$ cat src/rtl/wb_dma_burst_master.sv
`default_nettype none
// +----------------------------------------------------------------------------+
// | Module      : wb_dma_burst_master                                          |
// | Description : Multi-channel round-robin Wishbone burst initiator feeding   |
// |               the PCI bridge WBS_* port. Splits each channel transfer     |
// |               into incrementing bursts of up to MAX_BURST beats and       |
// |               handles RTY (re-issue after RETRY_GAP idle cycles) and ERR. |
// |               Optional response timeout: define WB_DMA_TIMEOUT_EN.        |
// | Revision    : 1.0  initial release                                         |
// +----------------------------------------------------------------------------+
module wb_dma_burst_master #(
  parameter int NUM_CH      = 2,
  parameter int MAX_BURST   = 16,
  parameter int LEN_W       = 16,
  parameter int RETRY_GAP   = 4,
  parameter int TIMEOUT_CYC = 256,
  localparam int CH_W       = (NUM_CH > 1) ? $clog2(NUM_CH) : 1
) (
  input  logic                    WB_CLK,
  input  logic                    WB_RST,
  input  logic [NUM_CH-1:0]       CH_REQ,
  input  logic [NUM_CH-1:0]       CH_WE,
  input  logic [NUM_CH*32-1:0]    CH_ADDR,
  input  logic [NUM_CH*LEN_W-1:0] CH_LEN,
  output logic [NUM_CH-1:0]       CH_BUSY,
  output logic [NUM_CH-1:0]       CH_DONE,
  output logic [NUM_CH-1:0]       CH_ERR,
  input  logic [31:0]             WR_DAT,
  input  logic                    WR_VALID,
  output logic                    WR_READY,
  output logic [CH_W-1:0]         WR_CH,
  output logic [31:0]             RD_DAT,
  output logic                    RD_VALID,
  output logic [CH_W-1:0]         RD_CH,
  output logic [31:0]             WBM_ADR_O,
  output logic [31:0]             WBM_DAT_O,
  output logic [3:0]              WBM_SEL_O,
  output logic                    WBM_CYC_O,
  output logic                    WBM_STB_O,
  output logic                    WBM_WE_O,
  output logic [2:0]              WBM_CTI_O,
  output logic [1:0]              WBM_BTE_O,
  input  logic [31:0]             WBM_DAT_I,
  input  logic                    WBM_ACK_I,
  input  logic                    WBM_RTY_I,
  input  logic                    WBM_ERR_I
);

  localparam int BC_W  = $clog2(MAX_BURST) + 1;
  localparam int GAP_W = (RETRY_GAP > 1) ? $clog2(RETRY_GAP) : 1;

  localparam logic [2:0] S_IDLE  = 3'd0;
  localparam logic [2:0] S_ARB   = 3'd1;
  localparam logic [2:0] S_BURST = 3'd2;
  localparam logic [2:0] S_NEXT  = 3'd3;
  localparam logic [2:0] S_GAP   = 3'd4;
  localparam logic [2:0] S_FIN   = 3'd5;

  logic [2:0]       state_q, state_d;
  logic [CH_W-1:0]  cur_q, cur_d, last_q, last_d;
  logic [BC_W-1:0]  bcnt_q, bcnt_d;
  logic [GAP_W-1:0] gap_q, gap_d;
  logic [NUM_CH-1:0] busy_q, we_q, err_q;
  logic [31:0]      addr_q [NUM_CH];
  logic [LEN_W-1:0] rem_q  [NUM_CH];
  logic [31:0]      rd_dat_q;
  logic             rd_valid_q;
  logic [CH_W-1:0]  rd_ch_q;

  logic             w_in_burst, w_stb, w_tmo, w_err_ev, w_rty_ev, w_ack_ev, w_grant;
  logic             w_hi_ok, w_any_ok;
  logic [CH_W-1:0]  w_hi_ch, w_any_ch, w_gnt;
  logic [LEN_W-1:0] w_gnt_rem;
  logic [BC_W-1:0]  w_gnt_n;

  // Bus handshake qualification; ERR (or timeout) outranks RTY, RTY outranks ACK
  assign w_in_burst = (state_q == S_BURST);
  assign w_stb      = w_in_burst & (we_q[cur_q] ? WR_VALID : 1'b1);
  assign w_err_ev   = w_in_burst & (WBM_ERR_I | w_tmo);
  assign w_rty_ev   = w_in_burst & ~w_err_ev & WBM_RTY_I;
  assign w_ack_ev   = w_stb & ~w_err_ev & ~WBM_RTY_I & WBM_ACK_I;

`ifdef WB_DMA_TIMEOUT_EN
  localparam int TMO_W = $clog2(TIMEOUT_CYC + 1);
  logic [TMO_W-1:0] tmo_q;

  // Response watchdog: cleared outside bursts and on any bridge response
  always_ff @(posedge WB_CLK) begin
    if (WB_RST || !w_in_burst || WBM_ACK_I || WBM_RTY_I || WBM_ERR_I) tmo_q <= '0;
    else                                                              tmo_q <= tmo_q + 1'b1;
  end
  assign w_tmo = w_in_burst & (tmo_q == TMO_W'(TIMEOUT_CYC - 1));
`else
  assign w_tmo = 1'b0;
`endif

  // Round-robin pick: first busy channel above the last served one, else lowest busy
  always_comb begin
    w_hi_ok  = 1'b0;
    w_any_ok = 1'b0;
    w_hi_ch  = '0;
    w_any_ch = '0;
    for (int c = NUM_CH - 1; c >= 0; c--) begin
      if (busy_q[CH_W'(c)]) begin
        w_any_ok = 1'b1;
        w_any_ch = CH_W'(c);
        if (CH_W'(c) > last_q) begin
          w_hi_ok = 1'b1;
          w_hi_ch = CH_W'(c);
        end
      end
    end
    w_gnt     = w_hi_ok ? w_hi_ch : w_any_ch;
    w_gnt_rem = rem_q[w_gnt];
    w_gnt_n   = (32'(w_gnt_rem) >= 32'(MAX_BURST)) ? BC_W'(MAX_BURST) : BC_W'(w_gnt_rem);
  end

  // Sequencer; NEXT and the last GAP cycle arbitrate directly so CYC-low time stays minimal
  always_comb begin
    state_d = state_q;
    cur_d   = cur_q;
    last_d  = last_q;
    bcnt_d  = bcnt_q;
    gap_d   = gap_q;
    w_grant = 1'b0;
    case (state_q)
      S_IDLE:  if (|busy_q) state_d = S_ARB;
      S_ARB:   w_grant = 1'b1;
      S_BURST: begin
        if (w_err_ev) begin
          state_d = S_IDLE;
        end else if (w_rty_ev) begin
          state_d = S_GAP;
          gap_d   = GAP_W'(RETRY_GAP - 1);
        end else if (w_ack_ev) begin
          bcnt_d = bcnt_q - 1'b1;
          if (bcnt_q == BC_W'(1)) state_d = S_NEXT;
        end
      end
      S_NEXT:  if (rem_q[cur_q] == '0) state_d = S_FIN;
               else                    w_grant = 1'b1;
      S_GAP:   if (gap_q == '0) w_grant = 1'b1;
               else             gap_d   = gap_q - 1'b1;
      S_FIN:   state_d = S_IDLE;
      default: state_d = S_IDLE;
    endcase
    if (w_grant) begin
      if (w_any_ok) begin
        cur_d   = w_gnt;
        last_d  = w_gnt;
        bcnt_d  = w_gnt_n;
        state_d = (w_gnt_rem == '0) ? S_FIN : S_BURST;
      end else begin
        state_d = S_IDLE;
      end
    end
  end

  // Sequencer registers
  always_ff @(posedge WB_CLK) begin
    if (WB_RST) begin
      state_q <= S_IDLE;
      cur_q   <= '0;
      last_q  <= CH_W'(NUM_CH - 1);
      bcnt_q  <= '0;
      gap_q   <= '0;
    end else begin
      state_q <= state_d;
      cur_q   <= cur_d;
      last_q  <= last_d;
      bcnt_q  <= bcnt_d;
      gap_q   <= gap_d;
    end
  end

  // Per-channel request capture, address/length progress and completion
  always_ff @(posedge WB_CLK) begin
    if (WB_RST) begin
      busy_q <= '0;
      we_q   <= '0;
      err_q  <= '0;
      for (int c = 0; c < NUM_CH; c++) begin
        addr_q[c] <= '0;
        rem_q[c]  <= '0;
      end
    end else begin
      err_q <= '0;
      for (int c = 0; c < NUM_CH; c++) begin
        if (CH_REQ[c] && !busy_q[c]) begin
          busy_q[c] <= 1'b1;
          we_q[c]   <= CH_WE[c];
          addr_q[c] <= CH_ADDR[c*32 +: 32];
          rem_q[c]  <= CH_LEN[c*LEN_W +: LEN_W];
        end else if (busy_q[c] && (cur_q == CH_W'(c))) begin
          if (w_ack_ev) begin
            addr_q[c] <= addr_q[c] + 32'd4;
            rem_q[c]  <= rem_q[c] - LEN_W'(1);
          end
          if (w_err_ev) begin
            busy_q[c] <= 1'b0;
            err_q[c]  <= 1'b1;
          end
          if (state_q == S_FIN) busy_q[c] <= 1'b0;
        end
      end
    end
  end

  // Registered read-data return path
  always_ff @(posedge WB_CLK) begin
    if (WB_RST) begin
      rd_dat_q   <= '0;
      rd_valid_q <= 1'b0;
      rd_ch_q    <= '0;
    end else begin
      rd_valid_q <= w_ack_ev & ~we_q[cur_q];
      if (w_ack_ev && !we_q[cur_q]) begin
        rd_dat_q <= WBM_DAT_I;
        rd_ch_q  <= cur_q;
      end
    end
  end

  assign CH_BUSY   = busy_q;
  assign CH_DONE   = (state_q == S_FIN) ? (NUM_CH'(1) << cur_q) : '0;
  assign CH_ERR    = err_q;
  assign WR_READY  = w_ack_ev & we_q[cur_q];
  assign WR_CH     = cur_q;
  assign RD_DAT    = rd_dat_q;
  assign RD_VALID  = rd_valid_q;
  assign RD_CH     = rd_ch_q;
  assign WBM_CYC_O = w_in_burst;
  assign WBM_STB_O = w_stb;
  assign WBM_SEL_O = w_in_burst ? 4'hF : 4'h0;
  assign WBM_WE_O  = w_in_burst & we_q[cur_q];
  assign WBM_ADR_O = w_in_burst ? addr_q[cur_q] : 32'h0;
  assign WBM_DAT_O = (w_in_burst && we_q[cur_q]) ? WR_DAT : 32'h0;
  assign WBM_CTI_O = w_in_burst ? ((bcnt_q == BC_W'(1)) ? 3'b111 : 3'b010) : 3'b000;
  assign WBM_BTE_O = 2'b00;

endmodule
`default_nettype wire

$ cat config.mk
export PLATFORM = sky130hd
export DESIGN_NAME = wb_dma_burst_master
export DESIGN_NICKNAME = d
export VERILOG_FILES = /design/src/rtl/wb_dma_burst_master.sv
export SDC_FILE = /design/constraint.sdc
export NUM_CORES = 1
export LEC_CHECK = 0
export BUFFER_PORTS_ARGS = -buffer_cell sky130_fd_sc_hd__buf_2
export CAP_MARGIN = 20
export CORE_MARGIN = 3
export CORE_UTILIZATION = 49
export DETAILED_ROUTE_END_ITERATION = 8
export PLACE_DENSITY = 0.88
export SETUP_SLACK_MARGIN = 0.1
export SLEW_MARGIN = 5
export SYNTH_ARGS = -nofsm -noshare
export SYNTH_HDL_FRONTEND = slang
export SYNTH_SLANG_ARGS = --single-unit
$ cat constraint.sdc
create_clock -name WB_CLK -period 10.9 [get_ports WB_CLK]
set_clock_uncertainty 0.05 [all_clocks]
set_input_delay 3.27 -clock WB_CLK [delete_from_list [all_inputs] [get_ports WB_CLK]]
set_output_delay 3.27 -clock WB_CLK [all_outputs]
set_load 0.02 [all_outputs]
# Word level (Yosys, flattened, before mapping)
# Memories as Yosys holds them, arrays and structs flattened. A register that Yosys moved wholly into a read port is not among the register bits.
# Cells that the tools add are included.
# W data, S select, Z words.
dict set report op_classes {
  bitwise 24
  mux 76
  magnitude_cmp 3
  n_shift 1
  reduce_logical 27
  add_sub_neg 6
  eq_ne 14
}
# cell count
set op_table {}
lappend op_table {{$mux W32} 6}
lappend op_table {{$add A32 B3 Y32 const B} 2}
lappend op_table {{$mux W16} 4}
lappend op_table {{$mux W1} 40}
lappend op_table {{$mux W5} 7}
lappend op_table {{$mux W3} 11}
lappend op_table {{$logic_not A16 Y1} 2}
lappend op_table {{$sub A16 B1 Y16 const B} 2}
lappend op_table {{$ge A16 B5 Y1 const B} 1}
lappend op_table {{$pmux W3 S4} 1}
lappend op_table {{$and A1 B1 Y1} 10}
lappend op_table {{$ne A5 B1 Y1 const B} 2}
lappend op_table {{$mux W2} 4}
lappend op_table {{$or A1 B1 Y1} 8}
lappend op_table {{$eq A3 B2 Y1 const B} 2}
lappend op_table {{$eq A3 B3 Y1 const B} 2}
lappend op_table {{$logic_and A1 B1 Y1} 6}
lappend op_table {{$ne A3 B3 Y1 const B} 2}
lappend op_table {{$not A1 Y1} 6}
lappend op_table {{$reduce_and A2 Y1} 3}
lappend op_table {{$reduce_bool A2 Y1} 3}
lappend op_table {{$reduce_bool A3 Y1} 2}
lappend op_table {{$reduce_or A3 Y1} 2}
lappend op_table {{$eq A5 B1 Y1 const B} 1}
lappend op_table {{17 further kinds} 22}
dict set report totals {
  regBits 52
  word_cells 167
  input_bits 170
  memories 2
  mem_bits_rw 96
  output_inout_bits 118
}
# name depth word_bits rd rd_ports_with_merged_regs write_ports line_no
set mem_list {}
lappend mem_list {addr_q 2 32 3 1 2 64} ;# logic [31:0] addr_q [NUM_CH];
lappend mem_list {rem_q 2 16 4 1 2 65} ;# logic [LEN_W-1:0] rem_q [NUM_CH];

# Logic depth before layout (Yosys ltp)
dict set report logic_depth {
  depth_word 13
  depth_mapped 11
  ltp_nobuf 7
}

# Worst setup path before layout
# No wires, ideal clock.
dict set report synth_path {
  path_kind {in2out}
  startpoint {input WR_VALID}
  endpoint {output WR_READY}
  slack_ps 3587
  stages 4
  path_buffers 1
  arrival_time_ps 3993
  required_ps 7580
  path_cell_list {nand2b_1 > and4_1 > buf_4 > and2_1}
}
dict set report synth_between {
  elab_chain_cells 6
}
# element line_no
set synth_lines {}
lappend synth_lines {{from (decl)} 29} ;# input logic WR_VALID,
lappend synth_lines {{$mux W1} 78} ;# assign w_stb = w_in_burst & (we_q[cur_q] ? WR_VALID : 1'b1);
lappend synth_lines {{$and A1 B1 Y1} 78}
lappend synth_lines {{$and A1 B1 Y1 (3 in a row)} 81} ;# assign w_ack_ev = w_stb & ~w_err_ev & ~WBM_RTY_I & WBM_ACK_I;
lappend synth_lines {{$and A1 B1 Y1} 227} ;# assign WR_READY = w_ack_ev & we_q[cur_q];
lappend synth_lines {{to (decl)} 30} ;# output logic WR_READY,
# Every way passes these cells.

# Worst setup path after layout
dict set report layout_path {
  startpoint {input WBM_ERR_I}
  endpoint {output WR_READY}
}
dict set report layout_between {
  elab_chain_cells 6
}
# element line_no
set layout_lines {}
lappend layout_lines {{from (decl)} 46} ;# input logic WBM_ERR_I
lappend layout_lines {{$and A1 B1 Y1} 79} ;# assign w_err_ev = w_in_burst & (WBM_ERR_I | w_tmo);
lappend layout_lines {{$not A1 Y1} 81}
lappend layout_lines {{$and A1 B1 Y1 (3 in a row)} 81}
lappend layout_lines {{$and A1 B1 Y1} 227}
# Every way passes these cells.

==> flow_summary.yaml <==
sta:
  finalSetupTns_ps: 0
  finalCritPeriodShare_pct: 70.3
  tightest_slew_ps: 1020
  slew_headroom_pct: 31.0
  drv_slew: 0
  worst_slack_ps: 3240
  grt_setup_unrepaired: "false"
  timing_hold_violations_final: 0
  setup_viol: 0
  period_needed_ps: 7660
  max_freq_mhz: 131
setup_path:
  startpoint: "WBM_ERR_I"
  r2r-start: "state_q[1]"
  required_ps: 7580
  critPathLaunchType: "input pin"
  worstSetupPathType: "input pin to output port"
  endpoint_kind: "output port"
  arrival_ps: 4340
  critPathMaxFanout: 10
clock_tree:
  cts_buffer_depth: 2
  cts_buffers: 9
  clockRootBuffer: "clkbuf_8"
  clock-sinks: 95
  cts.clk_slew.worst_paths_ps: 100
  insertion_delay_ps: 350
  h-tree-depth: 3
  cts_tree: "yes"
  postCtsSetupBuffers: 0
  cts_hold_buf: 0
  cts_resized: 0
route:
  initialDrtViolationCount: 455
  avgViaCountPerCell: 5.39
  drcViolationCount: 0
  first_pass_iters: 5
  wl_per_cell_um: 15.0
  vias: 5214
  wl_um: 14500
  ant_nets: 0
global_routing:
  grt_overflow_total: 0
  grtUsageMet1_pct: 31.2
  busiest_layer: "met2"
  grt_antenna_before_repair: 0
  globalRouteMet2Util_pct: 37.7
  use_met3_pct: 5.08
  grt_pass1_vias: 4901
  grt_pass1_wl_um: 23700
  track_usage_pct: 23.0
  grt_max_degree: 94
yosys:
  synthCells: 627
  synth_cell_types: 52
  synth_area_leaders: "edfxtp_1 (27%), dfxtp_1 (18%), nand2_1 (5.8%)"
  yosys_register_bits: 95
  syn_area_per_cell_um2: 8.56
  yosysMostFrequentCell: "nand2_1"
  synth.top_cells.by_count: "nand2_1 (83), nand3_1 (55), edfxtp_1 (48), dfxtp_1 (47), o21ai_0 (43)"
  synth_area_mm2: 0.00537
  ys_seq_area_share_pct: 44.4
  yosys_warnings: 0
  synth_top_cell_by_area: "edfxtp_1"
  synth_ff_type: "edfxtp_1"
  synth_edf_count: 48
  yosys.area.top_type_share_pct: 26.9
  async_reset_ff_share_pct: 0
power:
  p_int_w: 0.000605
  total_power_w: 0.000936
  ir_worst_vdd_uv: 83.0
  pwr_density_cell_mw_per_mm2: 140
  p_comb_share_pct: 27.7
  seq_power_share_pct: 48.2
  leakagePower_nw: 3.08
  p_clk_share_pct: 24.0
  p_sw_share_pct: 35.4
  p_sw_w: 0.000331
placement:
  gp_congestion: 0.855
  place.port_buffers: 232
  hpwl_um: 10600
  dp_slack_ps: 3230
run:
  maxCapViolations: 0
finish:
  final_nets: 1001
  drive_gt1_share_pct: 32.6
  multiInputGateArea_mm2: 0.00268
  fin_util_pct: 63.8
  num-fill-cells: 910
  syn2layout_area_growth_pct: 24.9
  register_area_mm2: 0.00238
  diodes: 0
floorplanning:
  io_pins: 288
  row_count: 37
  die_height_um: 111
  placeableCoreArea_mm2: 0.0105
  die_x_um: 111
  dieArea_mm2: 0.0122
  initial_core_util_pct: 51.1
run_status:
  status: "finished clean"
hold_path:
  hold_class: "flip-flop to flip-flop"
  hp-start: "RD_DAT[27]"
-- state kept, by name, indices dropped and copies added (netlist names) --
register / count
CH_BUSY: 2
CH_ERR: 1
RD_DAT: 32
RD_VALID: 1
addr_q: 32
bcnt_q: 5
gap_q: 2
rem_q: 16
state_q: 3
we_q: 1
-- layer usage --
metal  share of wire, %  routed length (um)  vias up
met5                  0                   0        -
met4                1.0                 148        0
met3                8.5                1240       12
met2                 48                6910      240
met1                 43                6220     2373
li1                   -                   -     2589
-- cell type report --
type / instances / area share (%)
inverter: 14 / 0.784
sequential: 95 / 35.5
timing repair buffer: 240 / 18.3
multi-input combinational: 466 / 40.0
clock inverter: 7 / 0.952
clock buffer: 9 / 1.85
tap: 136 / 2.54
-- worst paths after layout --
kind                        end  slack (ps)  depth (start not counted)
hold reg to reg      RD_DAT[27]         410                          2
setup / recovery       WR_READY        3240                          5
hold / removal       RD_DAT[27]         410                          2
setup reg to reg  addr_q[0][17]        7740                          7
-- metrics by stage --
stage	hold WS (ps)	cells	instance area, um2
CTS	407	966	6690
global placement	388	950	6500
global route	434	967	6700
detailed placement	393	950	6500
finish	405	967	6700
floorplan	393	632	5390
-- placed cells by master (no fill, tap or decap), types with 4 or more instances in the layout --
| cell type | instances |
|---|---|
| and3_1 | 37 |
| and2_1 | 33 |
| a211oi_1 | 5 |
| nor4_1 | 10 |
| or4_4 | 4 |
| ha_1 | 5 |
| nor3b_1 | 4 |
| inv_1 | 14 |
| nand2_1 | 83 |
| nor2_1 | 30 |
| nand3_1 | 54 |
| a21oi_1 | 37 |
| conb_1 | 6 |
| o21ai_0 | 43 |
| clkbuf_8 | 9 |
| nand2b_1 | 4 |
| nor3_1 | 10 |
| nand4_1 | 18 |
| dfxtp_1 | 47 |
| edfxtp_1 | 48 |
| xnor2_1 | 20 |
| buf_2 | 232 |
| xor2_1 | 22 |
| buf_4 | 7 |
-- logic make-up (layout without fill, tap and decap cells) --
family | after synthesis | in the layout | synth area share [%]
simple gates | 305 | 305 | 29.6
compound gates | 107 | 107 | 11.4
flops | 95 | 95 | 44.4
buf+inv | 71 | 270 | 6.34
xor+xnor | 42 | 42 | 6.85
fa+ha+maj | 5 | 5 | 1.17
other cells | 1 | 6 | 0.0699
mux | 1 | 1 | 0.186
-- critical path: stages --
cell	delay (ps)
buf_2	120
nor2_1	110
and4_1	480
and2_1	180
buf_2	170
-- power by group through the flow --
| stage | clock network, W | logic, W | registers [W] |
|---|---|---|---|
| final | 0.000225 | 0.000260 | 0.000452 |
| after floorplan | 0 | 0.000195 | 0.000447 |
| after detailed placement | 0 | 0.000255 | 0.000460 |
| after CTS | 0.000230 | 0.000256 | 0.000452 |
| after global routing | 0.000245 | 0.000289 | 0.000457 |
| after global placement | 0 | 0.000250 | 0.000458 |
(Power assumes the default switching activity.)
